### src/rtl/instr_exec_unit.sv
// instr_exec_unit
//   Walks an inclusive, wrapping address range of an instruction register, executes each
//   instruction on its signed operands and hands one result per instruction to a
//   valid/ready write-back sink. DIV/MOD go through an iterative restoring divider.
// Ports
//   clk, reset                 clock (rising edge) and asynchronous active-high reset
//   start, first_addr, last_addr  run request and inclusive address range (start seen in IDLE only)
//   read_pointer, instruction_word  registered fetch address / combinational instruction read
//   wb_valid, wb_ready, wb_addr, wb_rezultat  write-back channel
//   busy, done, exec_count     status: not idle, end-of-run pulse, write-backs this run
//   div_by_zero, illegal_opc   sticky per-run error flags

package instr_exec_pkg;
  localparam int ADDR_W    = 5;
  localparam int OPERAND_W = 32;
  localparam int RESULT_W  = 62;

  typedef logic [ADDR_W-1:0]           address_t;
  typedef logic signed [OPERAND_W-1:0] operand_t;
  typedef logic signed [RESULT_W-1:0]  rezultat_t;

  typedef enum logic [3:0] {
    ZERO  = 4'd0,
    PASSA = 4'd1,
    PASSB = 4'd2,
    ADD   = 4'd3,
    SUB   = 4'd4,
    MULT  = 4'd5,
    DIV   = 4'd6,
    MOD   = 4'd7
  } opcode_t;

  typedef struct packed {
    opcode_t  opc;
    operand_t op_a;
    operand_t op_b;
  } instruction_t;
endpackage

module instr_exec_unit
  import instr_exec_pkg::*;
#(
  parameter int ADDR_WIDTH    = 5,
  parameter int OPERAND_WIDTH = 32,
  parameter int RESULT_WIDTH  = 62
) (
  input  logic                           clk,
  input  logic                           reset,
  input  logic                           start,
  input  logic [ADDR_WIDTH-1:0]          first_addr,
  input  logic [ADDR_WIDTH-1:0]          last_addr,
  output logic [ADDR_WIDTH-1:0]          read_pointer,
  input  instruction_t                   instruction_word,
  output logic                           wb_valid,
  input  logic                           wb_ready,
  output logic [ADDR_WIDTH-1:0]          wb_addr,
  output logic signed [RESULT_WIDTH-1:0] wb_rezultat,
  output logic                           busy,
  output logic                           done,
  output logic [ADDR_WIDTH:0]            exec_count,
  output logic                           div_by_zero,
  output logic                           illegal_opc
);

  generate
    if (ADDR_WIDTH != $bits(address_t) || OPERAND_WIDTH != $bits(operand_t) ||
        RESULT_WIDTH != $bits(rezultat_t)) begin : g_width_check
      $error("instr_exec_unit parameters disagree with instr_exec_pkg types");
    end
  endgenerate

  localparam int MSB = OPERAND_WIDTH - 1;
  localparam int EXT = RESULT_WIDTH - OPERAND_WIDTH;
  localparam int CW  = $clog2(OPERAND_WIDTH);

  typedef enum logic [2:0] {IDLE, FETCH, EXEC, DIVIDE, WB} state_t;

  state_t                          state_reg;
  logic [3:0]                      opc_reg;
  logic signed [OPERAND_WIDTH-1:0] op_a_reg;
  logic signed [OPERAND_WIDTH-1:0] op_b_reg;
  logic [OPERAND_WIDTH-1:0]        rem_reg;
  logic [OPERAND_WIDTH-1:0]        quo_reg;
  logic [OPERAND_WIDTH-1:0]        dvs_reg;
  logic [CW-1:0]                   cnt_reg;
  logic                            neg_res_reg;
  logic                            is_mod_reg;

  assign busy = (state_reg != IDLE);

  // Operands are sign-extended to the result width; the low RESULT_WIDTH bits of the
  // product of the extended operands equal the low bits of the full signed product.
  logic signed [RESULT_WIDTH-1:0] a_ext, b_ext, alu_result;
  assign a_ext = {{EXT{op_a_reg[MSB]}}, op_a_reg};
  assign b_ext = {{EXT{op_b_reg[MSB]}}, op_b_reg};

  always_comb begin
    alu_result = '0;
    case (opc_reg)
      PASSA:   alu_result = a_ext;
      PASSB:   alu_result = b_ext;
      ADD:     alu_result = a_ext + b_ext;
      SUB:     alu_result = a_ext - b_ext;
      MULT:    alu_result = a_ext * b_ext;
      default: alu_result = '0;
    endcase
  end

  logic is_div, is_illegal;
  assign is_div     = (opc_reg == DIV) || (opc_reg == MOD);
  assign is_illegal = opc_reg[3];

  // Magnitudes as unsigned; -2^(W-1) maps to 2^(W-1), which still fits.
  logic [OPERAND_WIDTH-1:0] mag_a, mag_b;
  assign mag_a = op_a_reg[MSB] ? -op_a_reg : op_a_reg;
  assign mag_b = op_b_reg[MSB] ? -op_b_reg : op_b_reg;

  // One restoring step: the remainder stays below the divisor, so the shifted partial
  // remainder fits in OPERAND_WIDTH+1 bits and the borrow bit decides the quotient bit.
  logic [OPERAND_WIDTH:0]   rem_shift, diff;
  logic                     take;
  logic [OPERAND_WIDTH-1:0] rem_next, quo_next;
  assign rem_shift = {rem_reg, quo_reg[MSB]};
  assign diff      = rem_shift - {1'b0, dvs_reg};
  assign take      = ~diff[OPERAND_WIDTH];
  assign rem_next  = take ? diff[OPERAND_WIDTH-1:0] : rem_shift[OPERAND_WIDTH-1:0];
  assign quo_next  = {quo_reg[OPERAND_WIDTH-2:0], take};

  // Final step result is taken straight from the step logic so the write-back loads on
  // the OPERAND_WIDTH-th divide edge.
  logic [RESULT_WIDTH-1:0] mag_ext, div_result;
  assign mag_ext    = {{EXT{1'b0}}, (is_mod_reg ? rem_next : quo_next)};
  assign div_result = neg_res_reg ? -mag_ext : mag_ext;

  always_ff @(posedge clk or posedge reset) begin
    if (reset) begin
      state_reg    <= IDLE;
      read_pointer <= '0;
      wb_valid     <= 1'b0;
      wb_addr      <= '0;
      wb_rezultat  <= '0;
      done         <= 1'b0;
      exec_count   <= '0;
      div_by_zero  <= 1'b0;
      illegal_opc  <= 1'b0;
      opc_reg      <= '0;
      op_a_reg     <= '0;
      op_b_reg     <= '0;
      rem_reg      <= '0;
      quo_reg      <= '0;
      dvs_reg      <= '0;
      cnt_reg      <= '0;
      neg_res_reg  <= 1'b0;
      is_mod_reg   <= 1'b0;
    end else begin
      done <= 1'b0;
      case (state_reg)
        IDLE: begin
          if (start) begin
            read_pointer <= first_addr;
            exec_count   <= '0;
            div_by_zero  <= 1'b0;
            illegal_opc  <= 1'b0;
            state_reg    <= FETCH;
          end
        end
        FETCH: begin
          opc_reg   <= instruction_word.opc;
          op_a_reg  <= instruction_word.op_a;
          op_b_reg  <= instruction_word.op_b;
          state_reg <= EXEC;
        end
        EXEC: begin
          wb_addr <= read_pointer;
          if (is_div && (op_b_reg != '0)) begin
            rem_reg     <= '0;
            quo_reg     <= mag_a;
            dvs_reg     <= mag_b;
            cnt_reg     <= '0;
            is_mod_reg  <= (opc_reg == MOD);
            // Remainder follows the dividend's sign; quotient is negative on sign mismatch.
            neg_res_reg <= (opc_reg == MOD) ? op_a_reg[MSB] : (op_a_reg[MSB] ^ op_b_reg[MSB]);
            state_reg   <= DIVIDE;
          end else begin
            wb_rezultat <= is_div ? '0 : alu_result;
            wb_valid    <= 1'b1;
            if (is_div) div_by_zero <= 1'b1;
            if (is_illegal) illegal_opc <= 1'b1;
            state_reg <= WB;
          end
        end
        DIVIDE: begin
          rem_reg <= rem_next;
          quo_reg <= quo_next;
          cnt_reg <= cnt_reg + CW'(1);
          if (cnt_reg == CW'(OPERAND_WIDTH - 1)) begin
            wb_rezultat <= div_result;
            wb_valid    <= 1'b1;
            state_reg   <= WB;
          end
        end
        WB: begin
          if (wb_ready) begin
            wb_valid   <= 1'b0;
            exec_count <= exec_count + (ADDR_WIDTH + 1)'(1);
            if (read_pointer == last_addr) begin
              done      <= 1'b1;
              state_reg <= IDLE;
            end else begin
              read_pointer <= read_pointer + ADDR_WIDTH'(1);
              state_reg    <= FETCH;
            end
          end
        end
        default: state_reg <= IDLE;
      endcase
    end
  end

endmodule
### config.mk
export PLATFORM = sky130hd
export DESIGN_NAME = instr_exec_unit
export DESIGN_NICKNAME = d
export VERILOG_FILES = /design/src/rtl/instr_exec_unit.sv
export SDC_FILE = /design/constraint.sdc
export NUM_CORES = 2
export LEC_CHECK = 0
export BUFFER_PORTS_ARGS = -buffer_cell sky130_fd_sc_hd__buf_2
export CORE_AREA = 3 3 353 355
export CTS_CLUSTER_DIAMETER = 40
export CTS_CLUSTER_SIZE = 16
export DETAILED_ROUTE_END_ITERATION = 10
export DIE_AREA = 0 0 356 358
export SLEW_MARGIN = 20
export SYNTH_ARGS = -nofsm -noshare
export SYNTH_HDL_FRONTEND = slang
export SYNTH_SLANG_ARGS = --single-unit
### constraint.sdc
create_clock -name clk -period 15.2 [get_ports clk]
set_clock_uncertainty 0.05 [all_clocks]
set_input_delay 3.04 -clock clk [delete_from_list [all_inputs] [get_ports clk]]
set_output_delay 3.04 -clock clk [all_outputs]
set_load 0.01 [all_outputs]
==> After elaboration in Yosys (flattened, before gate mapping) <==
Cells that the tools add are included.
{ "totals": {"register_bits": 256, "inputBits": 82, "out_inout_bits": 83, "word_cells": 113} }
{ "classes": {"n_reduce_logical": 18, "muxes": 44, "multipliers": 1, "addsub": 9, "n_eq_ne": 21, "bitwise": 2} }
{ "op_table": {"columns": ["op", "n"], "rows": [
  ["62-bit case mux with 5 select lines", 1],
  ["62-bit 2-to-1 mux", 4],
  ["32-bit 2-to-1 mux", 6],
  ["32-bit case mux with 2 select lines", 2],
  ["62-bit case mux with 2 select lines", 1],
  ["32-bit negator", 2],
  ["32-bit by 32-bit multiplier with 62-bit output", 1],
  ["32-bit negator with 62-bit output", 1],
  ["32-bit by 32-bit adder with 33-bit output", 1],
  ["32-bit by 32-bit subtractor with 33-bit output", 1],
  ["33-bit by 32-bit subtractor with 33-bit output", 1],
  ["32-bit nonzero test", 1],
  ["5-bit 2-to-1 mux", 4],
  ["5-bit case mux with 2 select lines", 2],
  ["4-bit by 3-bit == test with 1-bit output, second input constant", 4],
  ["2-bit inequality test, second input constant", 8],
  ["4-bit AND reduction", 4],
  ["3-bit case mux with 5 select lines", 1],
  ["1-bit 2-to-1 mux", 13],
  ["3-bit 2-to-1 mux", 4],
  ["6-bit 2-to-1 mux", 2],
  ["6-bit case mux with 2 select lines", 1],
  ["5-bit by 1-bit adder with 5-bit output, second input constant", 2],
  ["3-bit AND reduction", 3],
  ["other kinds (18)", 25]
]} }

==> Longest topological paths before layout <==
{ "depth": {"word_depth": 7, "ltp_mapped": 32, "ltp_nobuf": 29} }

==> Worst setup path after synthesis <==
Ideal clock, no wire load.
{ "synth_path": {"path_type": "reg-to-reg", "from": "register op_a_reg[31]", "to": "register wb_rezultat[60]", "stages_incl_launch_ff": 31, "arrival_time_ns": 8.384, "setup_time_ns": 0.082, "t_required_ns": 15.068, "slack_ns": 6.684, "n_path_buf": 3, "synth_period_minus_slack_ns": 8.516, "cell_sequence": "dfrtp_1 -> clkbuf_1 -> clkbuf_1 -> buf_1 -> nand2_1 -> inv_1 -> fa_1 -> fa_1 -> fa_1 -> inv_1 -> fa_1 -> inv_1 -> fa_1 -> fa_1 -> inv_1 -> fa_1 -> inv_1 -> fa_1 -> ha_1 -> a21oi_1 -> o21bai_1 -> a21o_1 -> a21o_1 -> a21o_1 -> a21oi_1 -> o21bai_1 -> or2_2 -> o21ai_0 -> xnor2_1 -> nand2_1 -> a31oi_1"} }
{ "synth_via": {"elab_chain_len": 5, "word_cells_on_any_way": 7, "cone_classes": "2 x add/sub; 1 x mul; 4 x mux"} }
{ "synth_lines": {"columns": ["element", "line", "text"], "rows": [
  ["start: declaration", "80", "logic signed [OPERAND_WIDTH-1:0] op_a_reg;"],
  ["start signal: assignment", "169", "op_a_reg <= instruction_word.op_a;"],
  ["32-bit by 32-bit multiplier with 62-bit output, or another cell as far along", "104", "MULT: alu_result = a_ext * b_ext;"],
  ["62-bit case mux with 5 select lines *", "99", "case (opc_reg)"],
  ["62-bit 2-to-1 mux *", "185", "wb_rezultat <= is_div ? '0 : alu_result;"],
  ["62-bit 2-to-1 mux *", "175", "if (is_div && (op_b_reg != '0)) begin"],
  ["62-bit case mux with 2 select lines *", "157", "case (state_reg)"],
  ["end signal: assignment", "185", null],
  ["end signal: assignment", "197", "wb_rezultat <= div_result;"],
  ["end: declaration", "57", "output logic signed [RESULT_WIDTH-1:0] wb_rezultat,"]
]} }
Every way passes the cells marked *; elsewhere a longest branch is shown, timed or not. The select of a mux whose other input is x is not followed.
A chain may end at the register's enable or synchronous reset.

==> Worst setup path after layout <==
{ "layout_path": {"from": "register op_a_reg[1]", "to": "register wb_rezultat[54]"} }
The elaborated chain is that of the path after synthesis.

==> summary.md <==
| Metric | Value |
|---|---|
| CP Capture Type | `flop` |
| Achievable Freq | `99.8 MHz` |
| DRC | `0` |
| Count of non-filler cells in the finished layout | `7712` |
| CP Max Fanout | `22` |
| Clk buf depth | `3` |
| Initial antenna violation count | `5` |
| WL/cell | `23.6 um` |
| Vias | `44200` |
| Die Width | `356 um` |
| CTS Hold Buffers Added | `0` |
| Post-synthesis cell type count | `91` |
| Status | `finished clean` |
| Post-Syn Area | `54600 um2` |
| Layout cells sized above 1 | `0.0777` |
| Measured slew at the worst slew-check pin | `1160 ps` |
| Critical Path RT | `15610 ps` |
| Syn Nets | `7544` |
| Worst slew margin | `0.223` |
| DIE AREA | `127000 um2` |
| Largest net degree at the start of global routing | `149` |
| Worst EP arrival | `10420 ps` |
| Async set-or-reset flop fraction in the synthesized netlist | `1.00` |
| P&R area growth vs syn | `7.82%` |
| Syn avg cell area | `8.93 um2` |
| Fin nets | `7467` |
| Yosys reg bits | `256` |
| Number of synthesized flops with an enable pin | `0` |
| Crit Path Class | `reg2reg` |
| RSZ-0062 raised after global routing | `no` |
| First DRT Iteration DRCs | `3936` |
| Tmin final | `10020 ps` |
| Syn Inst Count | `6113` |
| CP most frequent cell | `fa_1` |
| Via density | `5.73` |
| Primary FF master, synth | `dfrtp_1` |
| Crit share post-route | `0.659` |
| Vias in the first global route | `46300` |
| H-tree Lvls | `2` |
| Hold Path Class | `reg2reg` |
| Total CTS buffers | `57` |
| Reg2reg path depth | `29` |
| Max-cap viol count | `0` |
| CP Launch Type | `flop` |
| Row count | `128` |
| Root buffer cell | `clkbuf_16` |
| Core Area | `122000 um2` |
| Routed WL | `182 mm` |
| Setup TNS | `0 ps` |
| Clk sink count | `256` |
| Final setup viols | `0` |
| Critical Path Slowest Stage Cell | `a211oi_1` |
| Die Ht | `358 um` |
| Seq/Total Area, Yosys | `0.117` |
| Post CTS Setup Buffer Count | `0` |
| Largest Register | `wb_rezultat` |
| Overflow after GRT | `0` |
| Initial core utilization | `0.449` |
| Number of I/O pins | `165` |
| Routability congestion estimate | `0.942` |
| Worst-path clk slew | `50 ps` |
| DR pass1 iterations | `7` |
| Post-CTS Resized | `0` |
| Final ANT Viol Nets | `0` |
| Clock Latency Late Sink | `670 ps` |
| PortBufs | `164` |
| Crit-path max cell delay | `900 ps` |
| Post-DP HPWL | `139 mm` |
| Max FFs per register | `62` |
| Endpoints failing hold | `0` |
| Final Max Slew Viols | `0` |
| Global-route wire length before repair | `284 mm` |
| Placed Cells | `7602` |
| Worst Hold Depth | `2` |
| Warnings, synthesis | `0` |
| GR Util All Layers | `0.291` |
| Clock tree from TritonCTS | `built` |
-- stage by stage --
step	hold slack (ps)	util	worst slack [ps]	area, um2
after global routing	456	0.484	4820	58900
after detailed placement	421	0.466	5560	56700
after global placement	413	0.466	5490	56700
after floorplan	399	-	5070	54600
final	431	0.484	5180	58900
after CTS	436	0.484	5450	58900
-- synth_stat cells (all sizes together) (60+ instances only) --
master	instances	area, um2
fa	1065	21300
inv	1023	3840
nand2	692	2600
and2	469	2930
clkbuf	357	1340
nor2	298	1120
ha	284	3550
o21ai	277	1400
dfrtp	256	6410
a21oi	225	1130
xnor2	112	981
nand3	78	395
a21o	72	541
xor2	60	526
-- routing by layer --
layer | up-vias | global-route usage | routed length [um]
li1 | 19200 | - | -
met1 | 22700 | 0.386 | 74100
met2 | 1875 | 0.467 | 84100
met3 | 395 | 0.0599 | 15300
met4 | 2 | 0.116 | 8610
met5 | - | 0 | 13
-- critical path, delay by kind of cell, from the launching register on --
kind            cells  cell delay, ps
compound gates      9            3040
buf+inv             7            1610
flops               1             350
fa+ha+maj           9            3920
simple gates        4             770
-- layout make-up --
| type | instances | area (um2) |
|---|---|---|
| Antenna cell | 2 | 5.00 |
| Sequential cell | 256 | 6410 |
| Clock inverter | 44 | 644 |
| Fill cell | 11700 | 62800 |
| Multi-Input combinational cell | 4438 | 42900 |
| Inverter | 1024 | 3850 |
| Clock buffer | 64 | 1500 |
| Tap cell | 1625 | 2030 |
| Timing Repair Buffer | 259 | 1550 |
-- cell usage in the layout (no fill, tap or decap), types with 23 or more instances in the layout --
cell and count:
fa_1 1065, inv_1 1021, nand2_1 689, and2_1 469
nor2_1 294, ha_1 284, o21ai_0 269, dfrtp_1 252
a21oi_1 223, buf_2 164, xnor2_1 112, buf_4 94
nand3_1 76, a21o_1 72, xor2_1 60, clkbuf_16 57
nor3_1 50, a31oi_1 47, a211oi_1 42, mux2_2 41
o31ai_1 36, a221o_1 35, or3_1 34, and3_1 33
o21a_1 33, nand2b_1 33, nor2b_1 27, o21bai_1 24
o211ai_1 24, a221oi_1 23
-- path summary, 6_finish.rpt --
path                                   end  slack [ps]        start
setup reg to reg           wb_rezultat[54]        5180  op_a_reg[1]
hold reg to reg                   wb_valid         430     wb_valid
hold / removal                    wb_valid         430     wb_valid
setup / recovery           wb_rezultat[54]        5180  op_a_reg[1]
max in group asynchronous     op_a_reg[31]       11020        reset
min in group asynchronous      op_a_reg[7]        2490        reset
-- kinds of logic after synthesis --
group,Yosys count,share of synthesized area
and+or+nand+nor,1816,0.162
xor gates and xnor gates,172,0.0276
buffers and inverters,1419,0.0981
AOI/OAI and AO/OA,1038,0.127
adders and majority gates,1349,0.456
DFF,256,0.117
muxes,63,0.0125
Power is not shown: default switching activity piles up to over one toggle a cycle in this logic, so the estimate is an artifact.
